==> src/rtl/i2c_slave_regif.sv <==
// I2C slave with a byte-register interface, fully synchronous to clk.
// SCL/SDA are oversampled; supports bursts, repeated START and receive back-pressure.
module i2c_slave_regif #(
  parameter int                  ADDR_LEN    = 7,
  parameter int                  DATA_LEN    = 8,
  parameter int                  NUM_REGS    = 4,
  parameter logic [ADDR_LEN-1:0] SLAVE_ADDR  = 7'b1011011,
  parameter int                  SYNC_STAGES = 2,
  localparam int                 IDX_W       = (NUM_REGS > 1) ? $clog2(NUM_REGS) : 1
) (
  input  logic                         clk,
  input  logic                         rst_n,
  input  logic                         scl_in,
  input  logic                         sda_in,
  output logic                         sda_oe,
  input  logic [NUM_REGS*DATA_LEN-1:0] tx_data,
  input  logic                         rx_ready,
  output logic [DATA_LEN-1:0]          rx_data,
  output logic [IDX_W-1:0]             rx_index,
  output logic                         rx_valid,
  output logic                         busy,
  output logic                         rd_nack
);

  localparam int CNT_MAX = (ADDR_LEN + 1 > DATA_LEN) ? ADDR_LEN + 1 : DATA_LEN;
  localparam int CNT_W   = $clog2(CNT_MAX + 1);
  localparam int SR_W    = CNT_MAX;

  localparam logic [2:0] ST_IDLE      = 3'd0;
  localparam logic [2:0] ST_ADDR      = 3'd1;
  localparam logic [2:0] ST_ADDR_ACK  = 3'd2;
  localparam logic [2:0] ST_WRITE     = 3'd3;
  localparam logic [2:0] ST_WRITE_ACK = 3'd4;
  localparam logic [2:0] ST_READ      = 3'd5;
  localparam logic [2:0] ST_READ_ACK  = 3'd6;
  localparam logic [2:0] ST_WAIT_STOP = 3'd7;

  logic [SYNC_STAGES-1:0] scl_sync_q, sda_sync_q;
  logic                   scl_dly_q, sda_dly_q;
  logic                   scl_s, sda_s;
  logic                   scl_rise, scl_fall, start_det, stop_det;

  logic [2:0]          state_q, state_d;
  logic [CNT_W-1:0]    cnt_q, cnt_d;
  logic [SR_W-1:0]     rx_shift_q, rx_shift_d, rx_shift_in;
  logic [DATA_LEN-1:0] tx_shift_q, tx_shift_d;
  logic [IDX_W-1:0]    index_q, index_d, index_inc;
  logic                rw_q, rw_d, match_q, match_d, rx_ok_q, rx_ok_d;
  logic                sda_oe_q, sda_oe_d, busy_q, busy_d;
  logic                rx_valid_q, rx_valid_d, rd_nack_q, rd_nack_d;
  logic [DATA_LEN-1:0] rx_data_q, rx_data_d;
  logic [IDX_W-1:0]    rx_index_q, rx_index_d;
  logic                addr_hit;

  logic [DATA_LEN-1:0] tx_bytes [NUM_REGS];
  logic [DATA_LEN-1:0] tx_sel;

  for (genvar g = 0; g < NUM_REGS; g++) begin : g_tx
    assign tx_bytes[g] = tx_data[g*DATA_LEN +: DATA_LEN];
  end
  assign tx_sel = tx_bytes[index_q];

  // Synchronisers reset to 1 so the bus looks idle and no false START is seen.
  always_ff @(posedge clk or negedge rst_n) begin
    if (!rst_n) begin
      scl_sync_q <= '1;
      sda_sync_q <= '1;
      scl_dly_q  <= 1'b1;
      sda_dly_q  <= 1'b1;
    end else begin
      // NOTE: non-blocking assignments let every flop sample the pre-edge value, forming a true shift chain.
      scl_sync_q <= {scl_sync_q[SYNC_STAGES-2:0], scl_in};
      sda_sync_q <= {sda_sync_q[SYNC_STAGES-2:0], sda_in};
      scl_dly_q  <= scl_s;
      sda_dly_q  <= sda_s;
    end
  end

  assign scl_s     = scl_sync_q[SYNC_STAGES-1];
  assign sda_s     = sda_sync_q[SYNC_STAGES-1];
  assign scl_rise  = scl_s & ~scl_dly_q;
  assign scl_fall  = ~scl_s & scl_dly_q;
  assign start_det = scl_s & ~sda_s & sda_dly_q;
  assign stop_det  = scl_s & sda_s & ~sda_dly_q;

  assign index_inc   = (index_q == IDX_W'(NUM_REGS - 1)) ? '0 : index_q + 1'b1;
  assign rx_shift_in = {rx_shift_q[SR_W-2:0], sda_s};
  assign addr_hit    = (rx_shift_in[ADDR_LEN:1] == SLAVE_ADDR);

  always_comb begin
    // NOTE: every next-state signal gets a default here, so no path can infer a latch.
    state_d    = state_q;
    cnt_d      = cnt_q;
    rx_shift_d = rx_shift_q;
    tx_shift_d = tx_shift_q;
    index_d    = index_q;
    rw_d       = rw_q;
    match_d    = match_q;
    rx_ok_d    = rx_ok_q;
    sda_oe_d   = sda_oe_q;
    busy_d     = busy_q;
    rx_data_d  = rx_data_q;
    rx_index_d = rx_index_q;
    rx_valid_d = 1'b0;
    rd_nack_d  = 1'b0;

    if (start_det) begin
      state_d  = ST_ADDR;
      cnt_d    = CNT_W'(ADDR_LEN + 1);
      index_d  = '0;
      sda_oe_d = 1'b0;
    end else if (stop_det) begin
      state_d  = ST_IDLE;
      sda_oe_d = 1'b0;
      busy_d   = 1'b0;
    end else begin
      case (state_q)
        ST_ADDR: begin
          if (scl_rise) begin
            rx_shift_d = rx_shift_in;
            cnt_d      = cnt_q - 1'b1;
            if (cnt_q == CNT_W'(1)) begin
              match_d = addr_hit;
              rw_d    = rx_shift_in[0];
              if (addr_hit) busy_d = 1'b1;
            end
          end else if (scl_fall && cnt_q == '0) begin
            state_d  = match_q ? ST_ADDR_ACK : ST_WAIT_STOP;
            sda_oe_d = match_q;
          end
        end
        ST_ADDR_ACK: begin
          if (scl_fall) begin
            cnt_d = CNT_W'(DATA_LEN);
            if (rw_q) begin
              state_d    = ST_READ;
              tx_shift_d = tx_sel;
              sda_oe_d   = ~tx_sel[DATA_LEN-1];
            end else begin
              state_d  = ST_WRITE;
              sda_oe_d = 1'b0;
            end
          end
        end
        ST_WRITE: begin
          if (scl_rise) begin
            rx_shift_d = rx_shift_in;
            cnt_d      = cnt_q - 1'b1;
            if (cnt_q == CNT_W'(1)) begin
              rx_ok_d = rx_ready;
              if (rx_ready) begin
                rx_data_d  = rx_shift_in[DATA_LEN-1:0];
                rx_index_d = index_q;
                rx_valid_d = 1'b1;
              end
            end
          end else if (scl_fall && cnt_q == '0) begin
            state_d  = ST_WRITE_ACK;
            sda_oe_d = rx_ok_q;
          end
        end
        ST_WRITE_ACK: begin
          if (scl_fall) begin
            sda_oe_d = 1'b0;
            if (rx_ok_q) begin
              index_d = index_inc;
              cnt_d   = CNT_W'(DATA_LEN);
              state_d = ST_WRITE;
            end else begin
              state_d = ST_WAIT_STOP;
            end
          end
        end
        ST_READ: begin
          if (scl_rise) begin
            cnt_d = cnt_q - 1'b1;
          end else if (scl_fall) begin
            if (cnt_q != '0) begin
              tx_shift_d = {tx_shift_q[DATA_LEN-2:0], 1'b0};
              sda_oe_d   = ~tx_shift_d[DATA_LEN-1];
            end else begin
              sda_oe_d = 1'b0;
              state_d  = ST_READ_ACK;
            end
          end
        end
        ST_READ_ACK: begin
          // Only an ACKed slot reaches its closing fall; a NACK leaves at the rise.
          if (scl_rise) begin
            if (sda_s) begin
              rd_nack_d = 1'b1;
              state_d   = ST_WAIT_STOP;
            end else begin
              index_d = index_inc;
            end
          end else if (scl_fall) begin
            cnt_d      = CNT_W'(DATA_LEN);
            tx_shift_d = tx_sel;
            sda_oe_d   = ~tx_sel[DATA_LEN-1];
            state_d    = ST_READ;
          end
        end
        default: ;
      endcase
    end
  end

  always_ff @(posedge clk or negedge rst_n) begin
    if (!rst_n) begin
      state_q    <= ST_IDLE;
      cnt_q      <= '0;
      rx_shift_q <= '0;
      tx_shift_q <= '0;
      index_q    <= '0;
      rw_q       <= 1'b0;
      match_q    <= 1'b0;
      rx_ok_q    <= 1'b0;
      sda_oe_q   <= 1'b0;
      busy_q     <= 1'b0;
      rx_data_q  <= '0;
      rx_index_q <= '0;
      rx_valid_q <= 1'b0;
      rd_nack_q  <= 1'b0;
    end else begin
      state_q    <= state_d;
      cnt_q      <= cnt_d;
      rx_shift_q <= rx_shift_d;
      tx_shift_q <= tx_shift_d;
      index_q    <= index_d;
      rw_q       <= rw_d;
      match_q    <= match_d;
      rx_ok_q    <= rx_ok_d;
      sda_oe_q   <= sda_oe_d;
      busy_q     <= busy_d;
      rx_data_q  <= rx_data_d;
      rx_index_q <= rx_index_d;
      rx_valid_q <= rx_valid_d;
      rd_nack_q  <= rd_nack_d;
    end
  end

  assign sda_oe   = sda_oe_q;
  assign busy     = busy_q;
  assign rx_data  = rx_data_q;
  assign rx_index = rx_index_q;
  assign rx_valid = rx_valid_q;
  assign rd_nack  = rd_nack_q;

endmodule

==> config.mk <==
export PLATFORM = sky130hd
export DESIGN_NAME = i2c_slave_regif
export DESIGN_NICKNAME = d
export VERILOG_FILES = /design/src/rtl/i2c_slave_regif.sv
export SDC_FILE = /design/constraint.sdc
export NUM_CORES = 1
export LEC_CHECK = 0
export CORE_MARGIN = 4
export CORE_UTILIZATION = 50
export DETAILED_ROUTE_END_ITERATION = 7
export PLACE_DENSITY = 0.88
export SYNTH_ARGS = -nofsm -noshare
export SYNTH_HDL_FRONTEND = slang
export SYNTH_SLANG_ARGS = --single-unit
export TNS_END_PERCENT = 100
==> constraint.sdc <==
create_clock -name clk -period 3.3 [get_ports clk]
set_clock_uncertainty 0.15 [all_clocks]
set_input_delay 0.66 -clock clk [delete_from_list [all_inputs] [get_ports clk]]
set_output_delay 0.66 -clock clk [all_outputs]
set_load 0.02 [all_outputs]
Word-level counts from Yosys, hierarchy flattened

Cells that the tools add are included.

Flip-flop bits (word level): 46
Bits of input ports: 37
Output and inout port bits: 14
Word-level logic and storage cells: 171

Add/subtract/negate cells: 2
Order comparisons: 1
Equality and inequality tests: 36
Muxes and demuxes: 76
Bitwise gates (word level): 15
Reduce and logical (&&, ||, !) cells: 23

Operators with widths:

| cell                 | number |
|---|---|
| $mux W3              | 17 |
| $mux W7              | 7 |
| $ne A4 B4 Y1 const B | 11 |
| $mux W1              | 30 |
| $mux W4              | 7 |
| $pmux W7 S3          | 1 |
| $pmux W3 S6          | 1 |
| $reduce_and A6 Y1    | 3 |
| $bmux W8 S2          | 1 |
| $mux W8              | 2 |
| $ne A2 B2 Y1 const B | 8 |
| $pmux W4 S4          | 1 |
| $ne A3 B3 Y1 const B | 5 |
| $reduce_and A5 Y1    | 3 |
| $mux W2              | 7 |
| $reduce_and A12 Y1   | 1 |
| $reduce_and A11 Y1   | 1 |
| $ne A5 B5 Y1 const B | 2 |
| $reduce_and A10 Y1   | 1 |
| $eq A3 B3 Y1 const B | 3 |
| $not A1 Y1           | 8 |
| $reduce_bool A2 Y1   | 4 |
| $reduce_bool A8 Y1   | 1 |
| $eq A7 B7 Y1 const B | 1 |
| 20 further kinds     | 27 |

Logic depth before layout (Yosys ltp)

Word-level depth: 10
Mapped depth: 9
Depth with buffers taken out: 7

Worst setup path before layout

No wires, ideal clock.

Path kind: register -> register
Start point: register scl_sync_q[1]
End point: register rx_data_q[0] (netlist: rx_data[0])
Library setup time: 0.125 ns
Arrival: 2.283 ns
Required time: 3.025 ns
Setup slack: 0.741 ns
Cell stages (with the launch flop): 9
Path buffers: 2
Period minus slack after synthesis: 2.559 ns
Cells stage by stage: dfstp_2 ha_1 clkbuf_1 inv_2 nor4_4 and3_1 nand3_2 buf_6 mux2_4

Longest elaborated chain between the ends: 4
Elaborated cells on any way between the ends: 8
Those cells by class: bitwise: 7; reduce/logical: 1

RTL lines:

| element                                               | RTL line | RTL |
|---|---|---|
| from (decl)                                           | 38       | `logic [SYNC_STAGES-1:0] scl_sync_q, sda_sync_q;` |
| from (signal assigned)                                | 72       | `scl_sync_q <= {scl_sync_q[SYNC_STAGES-2:0], scl_in};` |
| $and A1 B1 Y1, on equally long branches (2 in series) | 84, 83   |  |
| $not A1 Y1 (no source line)                           | n/a      |  |
| $reduce_and A6 Y1 (no source line) (*)                | n/a      |  |
| to (signal assigned)                                  | 235      | `rx_data_q <= rx_data_d;` |
| to (decl)                                             | 51       | `logic [DATA_LEN-1:0] rx_data_q, rx_data_d;` |

Every way passes the cells marked *; elsewhere a longest branch is shown, timed or not.
A chain may end at the register's enable or synchronous reset.

Worst setup path in the final report

Start point: register scl_sync_q[1]
End point: register rx_data_q[4] (netlist: rx_data[4])

The elaborated chain is that of the path after synthesis.

==> reports/qor.yml <==
cts:
  cts_buffer_depth: 2
  root_buffer: "clkbuf_8"
  clk_latency_ns: 0.30
  cts.clk_slew.worst_paths_ns: 0.08
  cts_buffers: 5
  cts_tree: "yes"
  postCtsHoldBufs: 0
  htreeDepth: 2
  cts_sinks: 46
  post_cts_buffers: 0
  cts_resized: 0
pwr:
  power_switching_mw: 0.8175
  power_leakage_nw: 1.408
  ir_drop_mv: 0.3555
  seqPwrFrac: 0.414
  switching_share: 0.3812
  power_frac_clock: 0.156
  power_frac_comb: 0.430
  intPower_mw: 1.327
  cellPowerDensity_nw_per_um2: 676.6
critical_path:
  regToRegStartpoint: "scl_sync_q[1]$_DFF_PN1_"
  worstPathCellList: "ha_1, inv_2, nor4_4, buf_4, and3_1, nand3_2, mux2_1"
  rr_worst_depth: 7
  required_ns: 3.34
  start_kind: "flop"
  critPathCapture: "rx_data[4]$_DFFE_PN0P_"
  end_kind: "flop"
  slowest_delay_ns: 0.57
  arrival_ns: 2.77
  rr_endpoint: "rx_data[4]$_DFFE_PN0P_"
  crit_slowest_cell: "dfstp_2"
  path_class: "reg -> reg"
  crit_start: "scl_sync_q[1]$_DFF_PN1_"
  r2r_setup_slack_ns: 0.57
  critPathMaxFanout: 11
synth:
  yosysUniqueCellTypes: 55
  syn_avg_cell_area_um2: 11.34
  synth-seq-area-share: 0.4559
  synth_edf_count: 0
  synth_most_common_cell: "dfrtp_1"
  synth_fp_nets: 267
  netlist_area_um2: 2541
  ys_seq_elements: 46
  ys.flop_type: "dfrtp_1"
  ys_warn_count: 0
  ys_top_cells_by_area: "dfrtp_1 (39%), mux4_2 (7.1%), dfstp_2 (6.2%)"
  async_flop_share: 1.000
  yosys-top-cells-count: "dfrtp_1 (40), nand2_1 (18), o21ai_0 (18)"
  synth_top_area_share: 0.3939
  synthCells: 224
  synth_area_leader_cell: "dfrtp_1"
sta:
  setup_viol: 0
  slew-limit-headroom: 0.3451
  tightest_slew_ns: 0.9823
  final.setup.tns_ns: 0
  hold_viol_final: 0
  rsz0062_at_grt: "false"
  slew_viol_final: 0
  period_share: 0.8285
  fin_worst_hold_slack_ns: 0.2087
  max_freq_mhz: 365.8
  fin_crit_ns: 2.734
grt:
  use_met2: 0.3182
  grt_max_degree: 47
  gr-max-usage-layer: "met2"
  grtUsageMet3: 0.04649
  grt_overflow_total: 0
  grt_pass1_wl_mm: 9.377
  grt_usage: 0.1930
  antenna_found_initial: 0
  use_met1: 0.2498
  grt_pass1_vias: 1980
floorplanning:
  fp-row-count: 25
  die_x_um: 79.29
  start_util: 0.5275
  die_area_um2: 6287
  core_um2: 4817
  die_h_um: 79.29
  pin_count: 51
place:
  place_area_um2: 3083
  dp_hpwl_mm: 4.131
  place.gp.congestion: 0.8868
  io_buffers: 50
route:
  via_per_inst: 5.669
  drt-initial-drc-count: 149
  avgRoutedWirePerCell_um: 15.86
  ant_nets: 0
  drc: 0
  vias: 1933
  dr.pass1.iters: 4
  drt-total-wl_mm: 5.409
run:
  maxCapViolCount: 0
layout:
  antenna_cells: 0
  area_growth_pct: 24.72
  drive_gt1_frac: 0.2007
  nNetsFinal: 316
  fin_area_um2: 3169
  final_core_util: 0.6579
  fillerInstances: 380
min_path:
  hold_class: "reg -> reg"
outcome:
  status: "finished, final reports clean"
-- worst min-delay path by stage --
stage | from | endpoint | slack, ns | depth (start not counted)
floorplan | scl_sync_q[0]$_DFF_PN1_ | scl_sync_q[1]$_DFF_PN1_ | 0.20 | 0
global placement | sda_sync_q[0]$_DFF_PN1_ | sda_sync_q[1]$_DFF_PN1_ | 0.20 | 0
detailed placement | sda_sync_q[0]$_DFF_PN1_ | sda_sync_q[1]$_DFF_PN1_ | 0.20 | 0
CTS | sda_sync_q[0]$_DFF_PN1_ | sda_sync_q[1]$_DFF_PN1_ | 0.21 | 0
global route | sda_sync_q[0]$_DFF_PN1_ | sda_sync_q[1]$_DFF_PN1_ | 0.22 | 0
finish | scl_sync_q[0]$_DFF_PN1_ | scl_sync_q[1]$_DFF_PN1_ | 0.21 | 0
-- cell usage in the layout, fill, tap and decap left out, types with 2 or more instances in the layout --
cell and n:
o21ai_0 18, buf_4 5, nand3_1 2, mux4_2 8, inv_1 9, dfstp_2 6, nor3_1 3, a31oi_1 3
a211oi_1 3, mux2_2 11, a21oi_1 11, nor2_1 10, ha_1 6, and3_1 2, nand4_1 2, o31ai_1 3
mux2_4 9, nand2_1 18, dfrtp_1 40, nand2b_1 4, mux2i_1 6, nand3_2 2, nor2b_1 3, and2_1 2
and3b_1 2, nand3b_1 2, clkbuf_8 5, clkdlybuf4s50_1 49
-- layer usage --
layer,share of wire,vias to the layer above
met2,0.48,64
met5,0,-
met3,0.060,8
met4,0.016,0
met1,0.44,941
li1,-,920
-- layout make-up --
cell class	count	area [µm²]	share of cell area
Inverter	10	37.54	0.01184
Clock buffer	6	72.57	0.02290
Tap cell	67	83.83	0.02645
Multi-Input combinational cell	155	1270	0.4007
Sequential cell	46	1159	0.3656
Clock inverter	2	13.76	0.004343
Timing Repair Buffer	55	533.0	0.1682
-- registers in the layout (all words and copies together) (netlist names) --
signal / cells
rx_index: 2
sda_dly_q: 1
sda_sync_q: 2
rx_data: 8
scl_sync_q: 2
rx_valid: 1
rw_q: 1
tx_shift_q: 7
match_q: 1
rx_shift_q: 7
scl_dly_q: 1
state_q: 3
sda_oe: 1
busy: 1
rx_ok_q: 1
index_q: 2
rd_nack: 1
cnt_q: 4
-- cell families (layout without fill, tap and decap cells) --
logic type | after synthesis | in the layout | synth area share
and+or+nand+nor | 61 | 61 | 0.1369
AOI/OAI and AO/OA | 52 | 52 | 0.1290
xor gates and xnor gates | 1 | 1 | 0.003447
muxes | 35 | 35 | 0.2009
buffers and inverters | 23 | 73 | 0.04431
DFF | 46 | 46 | 0.4559
adders and majority gates | 6 | 6 | 0.02954
-- critical path, delay by kind of cell, from the launching register on --
| family | cells | cell delay [ns] |
|---|---|---|
| mux | 1 | 0.43 |
| fa+ha+maj | 1 | 0.36 |
| buf+inv | 2 | 0.32 |
| flops | 1 | 0.57 |
| simple gates | 3 | 0.80 |
-- metrics by stage --
stage,setup slack (ns),power [mW],instances
after CTS,0.5666,2.149,341
after global routing,0.4150,2.314,341
after detailed placement,0.5765,1.812,333
final,0.5660,2.144,341
after global placement,0.6754,1.797,333
after floorplan,0.7415,1.556,224
-- power groups by stage --
stage	Sequential, mW	Combinational (mW)	Clock, mW
final	0.887	0.923	0.335
after global routing	0.919	1.02	0.372
after CTS	0.887	0.918	0.344
after detailed placement	0.897	0.914	0
after global placement	0.892	0.905	0
after floorplan	0.812	0.744	0
(Power assumes the default switching activity.)
